===== src/rtl/multicycle_ctrl.sv =====
// Control FSM sequencing a shared-memory multicycle MIPS-subset datapath through fetch/decode/execute/memory/writeback.
// Define PERF_CNT_EN to add the cycle_cnt_o / retire_cnt_o performance counters.
module multicycle_ctrl #(
  parameter int unsigned MEM_TIMEOUT = 16
) (
  input  logic        clk_i,
  input  logic        rst_i,
  input  logic [5:0]  instr_op_i,
  input  logic        zero_i,
  input  logic        mem_ack_i,
  output logic        mem_req_o,
  output logic        mem_we_o,
  output logic        iord_o,
  output logic        ir_write_o,
  output logic        pc_write_o,
  output logic        pc_write_cond_o,
  output logic [1:0]  pc_src_o,
  output logic        alu_src_a_o,
  output logic [1:0]  alu_src_b_o,
  output logic [2:0]  alu_op_o,
  output logic        reg_dst_o,
  output logic        reg_write_o,
  output logic        mem_to_reg_o,
  output logic        trap_o,
  output logic [3:0]  state_o
`ifdef PERF_CNT_EN
  ,
  output logic [31:0] cycle_cnt_o,
  output logic [31:0] retire_cnt_o
`endif
);

  typedef enum logic [3:0] {
    S_FETCH    = 4'd0,
    S_DECODE   = 4'd1,
    S_MEM_ADDR = 4'd2,
    S_MEM_RD   = 4'd3,
    S_MEM_WR   = 4'd4,
    S_WB_MEM   = 4'd5,
    S_EXEC_R   = 4'd6,
    S_WB_R     = 4'd7,
    S_EXEC_I   = 4'd8,
    S_WB_I     = 4'd9,
    S_BRANCH   = 4'd10,
    S_JUMP     = 4'd11,
    S_TRAP     = 4'd15
  } state_t;

  localparam logic [5:0] OP_RTYPE = 6'd0;
  localparam logic [5:0] OP_J     = 6'd2;
  localparam logic [5:0] OP_BEQ   = 6'd4;
  localparam logic [5:0] OP_ADDI  = 6'd8;
  localparam logic [5:0] OP_SLTI  = 6'd10;
  localparam logic [5:0] OP_LW    = 6'd35;
  localparam logic [5:0] OP_SW    = 6'd43;

  localparam logic [2:0] ALU_ADD  = 3'b000;
  localparam logic [2:0] ALU_SUB  = 3'b001;
  localparam logic [2:0] ALU_FUNC = 3'b010;
  localparam logic [2:0] ALU_SLT  = 3'b011;
  localparam logic [2:0] ALU_NONE = 3'b111;

  localparam int unsigned CNT_W = (MEM_TIMEOUT > 0) ? $clog2(MEM_TIMEOUT + 1) : 1;

  state_t           state_q, state_d;
  logic [CNT_W-1:0] wait_cnt_q, wait_cnt_d;
  logic             mem_wait;
  logic             timeout;

  // zero_i qualifies the PC write inside the datapath; sequencing never depends on it.
  logic unused_zero;
  assign unused_zero = zero_i;

  assign mem_wait = (state_q == S_FETCH) || (state_q == S_MEM_RD) || (state_q == S_MEM_WR);
  assign timeout  = (MEM_TIMEOUT != 0) && ((32'(wait_cnt_q) + 32'd1) >= MEM_TIMEOUT);
  assign state_o  = state_q;

  always_ff @(posedge clk_i) begin
    if (rst_i) begin
      state_q    <= S_FETCH;
      wait_cnt_q <= '0;
    end else begin
      state_q    <= state_d;
      wait_cnt_q <= wait_cnt_d;
    end
  end

  // An ack arriving on the timeout cycle still completes the access.
  always_comb begin
    state_d = state_q;
    case (state_q)
      S_FETCH: begin
        if (mem_ack_i)    state_d = S_DECODE;
        else if (timeout) state_d = S_TRAP;
      end
      S_DECODE: begin
        case (instr_op_i)
          OP_RTYPE:        state_d = S_EXEC_R;
          OP_J:            state_d = S_JUMP;
          OP_BEQ:          state_d = S_BRANCH;
          OP_ADDI, OP_SLTI: state_d = S_EXEC_I;
          OP_LW, OP_SW:    state_d = S_MEM_ADDR;
          default:         state_d = S_TRAP;
        endcase
      end
      S_MEM_ADDR: state_d = (instr_op_i == OP_SW) ? S_MEM_WR : S_MEM_RD;
      S_MEM_RD: begin
        if (mem_ack_i)    state_d = S_WB_MEM;
        else if (timeout) state_d = S_TRAP;
      end
      S_MEM_WR: begin
        if (mem_ack_i)    state_d = S_FETCH;
        else if (timeout) state_d = S_TRAP;
      end
      S_EXEC_R: state_d = S_WB_R;
      S_EXEC_I: state_d = S_WB_I;
      S_WB_MEM, S_WB_R, S_WB_I, S_BRANCH, S_JUMP: state_d = S_FETCH;
      S_TRAP:   state_d = S_TRAP;
      default:  state_d = S_TRAP;
    endcase

    if (state_d != state_q)
      wait_cnt_d = '0;
    else if (mem_wait && !mem_ack_i && (wait_cnt_q != '1))
      wait_cnt_d = wait_cnt_q + 1'b1;
    else
      wait_cnt_d = wait_cnt_q;
  end

  // Outputs are forced to their idle values while rst_i is high so no write lands after reset.
  always_comb begin
    mem_req_o       = 1'b0;
    mem_we_o        = 1'b0;
    iord_o          = 1'b0;
    ir_write_o      = 1'b0;
    pc_write_o      = 1'b0;
    pc_write_cond_o = 1'b0;
    pc_src_o        = 2'b00;
    alu_src_a_o     = 1'b0;
    alu_src_b_o     = 2'b00;
    alu_op_o        = ALU_NONE;
    reg_dst_o       = 1'b0;
    reg_write_o     = 1'b0;
    mem_to_reg_o    = 1'b0;
    trap_o          = 1'b0;
    if (!rst_i) begin
      case (state_q)
        S_FETCH: begin
          mem_req_o   = 1'b1;
          alu_src_b_o = 2'b01;
          alu_op_o    = ALU_ADD;
          ir_write_o  = mem_ack_i;
          pc_write_o  = mem_ack_i;
        end
        S_DECODE: begin
          alu_src_b_o = 2'b11;
          alu_op_o    = ALU_ADD;
        end
        S_MEM_ADDR: begin
          alu_src_a_o = 1'b1;
          alu_src_b_o = 2'b10;
          alu_op_o    = ALU_ADD;
        end
        S_MEM_RD: begin
          mem_req_o = 1'b1;
          iord_o    = 1'b1;
        end
        S_MEM_WR: begin
          mem_req_o = 1'b1;
          iord_o    = 1'b1;
          mem_we_o  = 1'b1;
        end
        S_WB_MEM: begin
          reg_write_o  = 1'b1;
          mem_to_reg_o = 1'b1;
        end
        S_EXEC_R: begin
          alu_src_a_o = 1'b1;
          alu_op_o    = ALU_FUNC;
        end
        S_WB_R: begin
          reg_write_o = 1'b1;
          reg_dst_o   = 1'b1;
        end
        S_EXEC_I: begin
          alu_src_a_o = 1'b1;
          alu_src_b_o = 2'b10;
          alu_op_o    = (instr_op_i == OP_SLTI) ? ALU_SLT : ALU_ADD;
        end
        S_WB_I: reg_write_o = 1'b1;
        S_BRANCH: begin
          alu_src_a_o     = 1'b1;
          alu_op_o        = ALU_SUB;
          pc_write_cond_o = 1'b1;
          pc_src_o        = 2'b01;
        end
        S_JUMP: begin
          pc_write_o = 1'b1;
          pc_src_o   = 2'b10;
        end
        S_TRAP: trap_o = 1'b1;
        default: ;
      endcase
    end
  end

`ifdef PERF_CNT_EN
  logic [31:0] cycle_cnt_q, cycle_cnt_d;
  logic [31:0] retire_cnt_q, retire_cnt_d;
  logic        retire;

  always_comb begin
    retire       = (state_d == S_FETCH) &&
                   (state_q inside {S_WB_R, S_WB_I, S_WB_MEM, S_MEM_WR, S_BRANCH, S_JUMP});
    cycle_cnt_d  = cycle_cnt_q + ((state_q != S_TRAP) ? 32'd1 : 32'd0);
    retire_cnt_d = retire_cnt_q + (retire ? 32'd1 : 32'd0);
  end

  always_ff @(posedge clk_i) begin
    if (rst_i) begin
      cycle_cnt_q  <= '0;
      retire_cnt_q <= '0;
    end else begin
      cycle_cnt_q  <= cycle_cnt_d;
      retire_cnt_q <= retire_cnt_d;
    end
  end

  assign cycle_cnt_o  = cycle_cnt_q;
  assign retire_cnt_o = retire_cnt_q;
`endif

endmodule


===== config.mk =====
export PLATFORM = sky130hd
export DESIGN_NAME = multicycle_ctrl
export DESIGN_NICKNAME = d
export VERILOG_FILES = /design/src/rtl/multicycle_ctrl.sv
export SDC_FILE = /design/constraint.sdc
export NUM_CORES = 1
export LEC_CHECK = 0
export ABC_CLOCK_PERIOD_IN_PS = 2000
export BUFFER_PORTS_ARGS = -buffer_cell sky130_fd_sc_hd__buf_2
export CAP_MARGIN = 15
export CORE_AREA = 3 3 55 57
export DETAILED_ROUTE_END_ITERATION = 10
export DIE_AREA = 0 0 58 60
export HOLD_SLACK_MARGIN = 0.02
export PLACE_DENSITY = 0.71
export SLEW_MARGIN = 40
export SYNTH_ARGS = -nofsm -noshare
export SYNTH_HDL_FRONTEND = slang
export SYNTH_SLANG_ARGS = --single-unit

===== constraint.sdc =====
create_clock -name clk_i -period 2 [get_ports clk_i]
set_clock_uncertainty 0.1 [all_clocks]
set_input_delay 0.2 -clock clk_i [delete_from_list [all_inputs] [get_ports clk_i]]
set_output_delay 0.2 -clock clk_i [all_outputs]
set_load 0.1 [all_outputs]

=== Yosys cells after proc, flatten, opt, wreduce, memory -nomap -nowiden ===
Index checks and enable logic that the tools add are counted.

* Register bits: 9
* Input port bits: 10

* Add/sub/neg operators: 2
* Magnitude comparators: 1
* Equal/unequal tests: 20
* Mux-type cells: 36
* Reductions and logical operators: 17

{| class="wikitable"
|+ Operators by type and width
! operator !! number
|-
| 4-bit one-hot mux with 8 select lines || 1
|-
| 1-bit two-way mux || 21
|-
| 4-bit == test (second input constant) || 5
|-
| 4-bit one-hot mux with 5 select lines || 1
|-
| 4-bit by 3-bit == test with 1-bit output (second input constant) || 4
|-
| 4-bit two-way mux || 4
|-
| 6-bit by 4-bit == test with 1-bit output (second input constant) || 2
|-
| 6-bit == test (second input constant) || 2
|-
| 3-bit one-hot mux with 4 select lines || 1
|-
| 2-bit OR reduction || 5
|-
| 3-bit OR reduction || 3
|-
| 4-bit by 2-bit == test with 1-bit output (second input constant) || 2
|-
| 5-bit by 1-bit adder with 6-bit output (second input constant) || 1
|-
| 6-bit by 2-bit == test with 1-bit output (second input constant) || 1
|-
| 6-bit by 3-bit == test with 1-bit output (second input constant) || 1
|-
| 6-bit by 5-bit greater-or-equal comparator with 1-bit output (second input constant) || 1
|-
| 6-bit zero test || 1
|-
| 2-bit two-way mux || 3
|-
| 3-bit two-way mux || 2
|-
| 2-bit one-hot mux with 3 select lines || 1
|-
| 5-bit by 1-bit adder with 5-bit output (second input constant) || 1
|-
| 5-bit != test (second input constant) || 1
|-
| 5-bit OR reduction || 1
|-
| 4-bit by 1-bit == test with 1-bit output (second input constant) || 1
|-
| 8 further kinds || 10
|}

=== Depth between registers and ports, before layout ===
* Depth after elaboration: 7
* Gate-level depth with buffers: 8

=== Worst setup path after synthesis ===
No wires, ideal clock.

* Path kind: flip-flop to output port
* From: reg state_q[3], in the netlist state_o[3]
* To: out alu_src_a_o
* Arrival time: 4.632 ns
* Data required time: 1.700 ns
* Path slack: -2.932 ns
* Cell stages (with the launch flop): 6
* Cells stage by stage: dfxtp_1 -> buf_2 -> buf_2 -> clkbuf_1 -> nor2_1 -> nor4_1

* Word-level cells in the longest chain between the ends: 4

{| class="wikitable"
|+ RTL lines
! item !! RTL line !! text
|-
| start, declared || 65 || <nowiki>state_t state_q, state_d;</nowiki>
|-
| start signal, assigned || 83 || <nowiki>state_q <= state_d;</nowiki>
|-
| 4-bit == test (tied with other cells) || 147 || <nowiki>case (state_q)</nowiki>
|-
| 4-bit OR reduction (no source line) (*) || n/a ||
|-
| 1-bit two-way mux (*) || 147 ||
|-
| 1-bit two-way mux (*) || 146 || <nowiki>if (!rst_i) begin</nowiki>
|-
| end, declared || 18 || <nowiki>output logic alu_src_a_o,</nowiki>
|}

Every way passes the cells marked *; elsewhere a longest branch is shown, timed or not.

=== Final worst setup path ===
* From: reg wait_cnt_q[0]
* To: reg wait_cnt_q[0]

* Word-level cells in the longest chain between the ends: 7

{| class="wikitable"
|+ RTL lines
! item !! RTL line !! text
|-
| start, declared || 66 || <nowiki>logic [CNT_W-1:0] wait_cnt_q, wait_cnt_d;</nowiki>
|-
| start signal, assigned || 84 || <nowiki>wait_cnt_q <= wait_cnt_d;</nowiki>
|-
| 5-bit by 1-bit adder with 6-bit output || 75 || <nowiki>assign timeout = (MEM_TIMEOUT != 0) && ((32'(wait_cnt_q) + 32'd1) >= MEM_TIMEOUT);</nowiki>
|-
| 6-bit by 5-bit greater-or-equal comparator with 1-bit output || 75 ||
|-
| 4-bit two-way mux || 94, 109, 113 ||
|-
| 4-bit two-way mux, on equally long branches || 112, 108, 93 ||
|-
| 4-bit one-hot mux with 8 select lines || 91 || <nowiki>case (state_q)</nowiki>
|-
| 4-bit != test || 122 || <nowiki>if (state_d != state_q)</nowiki>
|-
| 2-bit OR reduction (no source line) || n/a ||
|}

Parallel ways exist; a longest one is shown, timed or not.
A chain may end at the register's enable or synchronous reset.

==> run summary <==
status - complete, but fails checks
failing checks - negative setup slack
final net count - 207
final setup margin - -127 ps
All-Layer GR Usage - 22.1%
end of the critical path - wait_cnt_q[0]
Hold Path Class - primary input to flip-flop
1st-iter DRT viols - 54
die area - 3480 um^2
Layout fillers - 174
syn nets - 159
number of global-route vias before repair - 1299
Final min period - 2130 ps
RD Place Congestion - 0.860
slowest CP cell - dfxtp_2
CP peak stage delay - 330 ps
# hold bufs at CTS - 0
WL met3 - 293 um
CTS Buffer Depth - 2
number of synthesized flops with an enable pin - 0
CTS clk-pin slew, worst paths - 80 ps
CP max FO - 5
R2R depth - 8
ys flop type - dfxtp_1
first-pass GRT wire length - 5920 um
Fin. Hold Viols - 0
post-synthesis area per instance - 7.06 um^2
Slew headroom - 67.8%
WL final - 3710 um
Antenna Nets Post-Route - 0
Hold Crit Depth - 2
sequential share of the synthesized area - 17.3%
Post-synth ARST share - 0%
FF+latch area - 198 um^2
Leakage - 0.755 nW
drt wl/cell - 16.6 um
GR Overflow Total - 0
Vias/cell - 5.97
CTS tree - built
Post-Place Worst Slack - -120 ps
core area - 2520 um^2
post-synthesis sequential element count - 9
met1 WL - 1430 um
max_cap viols - 0
initial antenna violation count - 0
CP startpoint kind - flip-flop
area grow syn2layout - 88.1%
nature of the critical path endpoint - flip-flop
critical register-to-register path startpoint - wait_cnt_q[0]
Finish-stage setup viols - 5
# DRC - 0
yosys warns - 0
Mapped Area - 1040 um^2
max layer used - met4
start point of the critical path - wait_cnt_q[0]
Initial Util - 41.2%
CTS H-tree depth - 1
Util after Layout - 77.4%
final max-slew violation count - 0
WS Path Type - flip-flop to flip-flop
most frequent cell on the critical path - ha_4
hold slack - 73.2 ps
Clock Latency Late Sink - 280 ps
CP delay by family, top - simple AND/OR/NAND/NOR gates
via count - 1337
worst path cell trace - ha_4 > and3_4 > ha_4 > or3_1 > a31o_2 > a32oi_1 > nand4_1 > nor2_1
largest net degree at the start of global routing - 15
Die Width - 58 um
Power Total - 0.00332 W
drt first pass iters - 4
Worst-Margin Slew - 487 ps
setup repair after global routing missed its margin - true
Syn Inst Count - 147
port bufs - 30
CTS Buf Count - 3
P per Cell Area - 1700 nW/um^2
Max IR drop VDD - 0.00145 V
DIE HEIGHT - 60 um
Final Cycle Share - 106%
Multi-input gate area - 1060 um^2
Reg2Reg Setup Slack - -130 ps
layout cells sized above 1 - 53.1%
num ports - 32
critical path depth - 8
Bufs and invs on worst path - 0
Synth cell types - 48
fmax - 470 MHz
met2 WL - 1950 um
Ant. Diodes - 0
WP data required - 2090 ps
CTS root buf - clkbuf_4
Rows - 18
CP arrival - 2220 ps
clock sink total - 9
Post-DP HPWL - 2620 um
end of the worst register-to-register path - wait_cnt_q[0]
## what timing repair did
action,in CTS,in global routing
gates cloned,0,0
setup endpoints to repair,13,14
gates resized for setup,5,7
buffers inserted,6,5
pin swaps,5,7
## flip-flops by register name (all words and copies together) (netlist names)
name and cells:
wait_cnt_q 5, state_o 4
## routing by layer
layer	GRT usage, %	vias up
li1	-	636
met1	26.2	631
met2	40.6	61
met3	3.02	9
met4	7.62	0
met5	0	-
## how the worst min path moves through the flow
stage                   from             to  slack [ps]
4_1_cts                rst_i     state_o[1]          60
3_3_place_gp           rst_i     state_o[1]         330
2_1_floorplan  wait_cnt_q[2]  wait_cnt_q[2]         390
5_1_grt                rst_i     state_o[1]          90
3_5_place_dp           rst_i     state_o[1]         340
6_report               rst_i     state_o[1]          70
## Yosys cell counts, types with 2 or more instances
master,n,area (um^2)
nor4_1,2,12.5
o211ai_1,3,22.5
nor2_1,18,67.6
a32oi_1,2,17.5
or2_2,3,18.8
o22ai_1,3,18.8
nand2_1,9,33.8
o21ai_0,10,50.1
nand3_1,2,10.0
xnor2_1,2,17.5
mux2i_1,2,20.0
a211oi_1,4,30.0
nor3_1,12,60.1
xor2_1,3,26.3
nor4b_1,2,17.5
nor2b_1,3,18.8
a21oi_1,5,25.0
a31oi_1,3,18.8
o21bai_1,3,22.5
dfxtp_1,9,180
buf_2,4,20.0
a31o_2,3,26.3
nand2b_1,6,37.5
ha_1,2,25.0
clkbuf_1,7,26.3
and3_1,3,18.8
## cell families (layout without fill, tap and decap cells)
family | Yosys count | after routing | synth area share (%)
flops | 9 | 9 | 17.3
compound gates | 44 | 44 | 30.8
buf+inv | 15 | 62 | 6.99
xor+xnor | 5 | 5 | 4.22
simple gates | 69 | 69 | 35.2
fa+ha+maj | 2 | 2 | 2.41
mux | 3 | 3 | 3.01
## layout by cell type, fill, tap and decap left out, drive strengths merged, types with 2 or more instances in the layout
master / instances
nor3: 13
o22ai: 3
a32oi: 2
o21bai: 3
a211oi: 4
or2: 4
clkbuf: 5
nor2: 18
mux2i: 2
o21ai: 10
a21oi: 5
dfxtp: 9
nor4b: 2
nor4: 2
buf: 56
a31oi: 3
xor2: 3
and3: 3
ha: 2
nand2: 9
nor2b: 3
nand2b: 6
nand3: 2
xnor2: 2
a31o: 3
o211ai: 3
## report_power, final
part           internal [W]  leakage, nW  switching, W
clock             0.0000771       0.0150     0.0000762
sequential         0.000243       0.0769      0.000111
combinational       0.00104        0.663       0.00177
## worst reg2reg max path, stage by stage (launching register included)
cell and delay [ps]:
dfxtp_2 330, ha_4 150, and3_4 180, ha_4 210, or3_1 300, a31o_2 220
a32oi_1 170, nand4_1 240, nor2_1 160
## stage by stage
stage,area (um^2),cells,TNS (ps)
floorplan,1400,147,-2890
global placement,1770,209,-247
detailed placement,1770,209,-555
CTS,1860,219,-535
global route,1950,224,-1080
finish,1950,224,-565
## final cells by class
cell class	instances	share of cell area (%)
Tap cell	30	1.92
Timing Repair Buffer	57	32.1
Inverter	1	0.192
Clock buffer	4	1.35
Sequential cell	9	10.1
Multi-Input combinational cell	123	54.3
(Power assumes the default switching activity.)
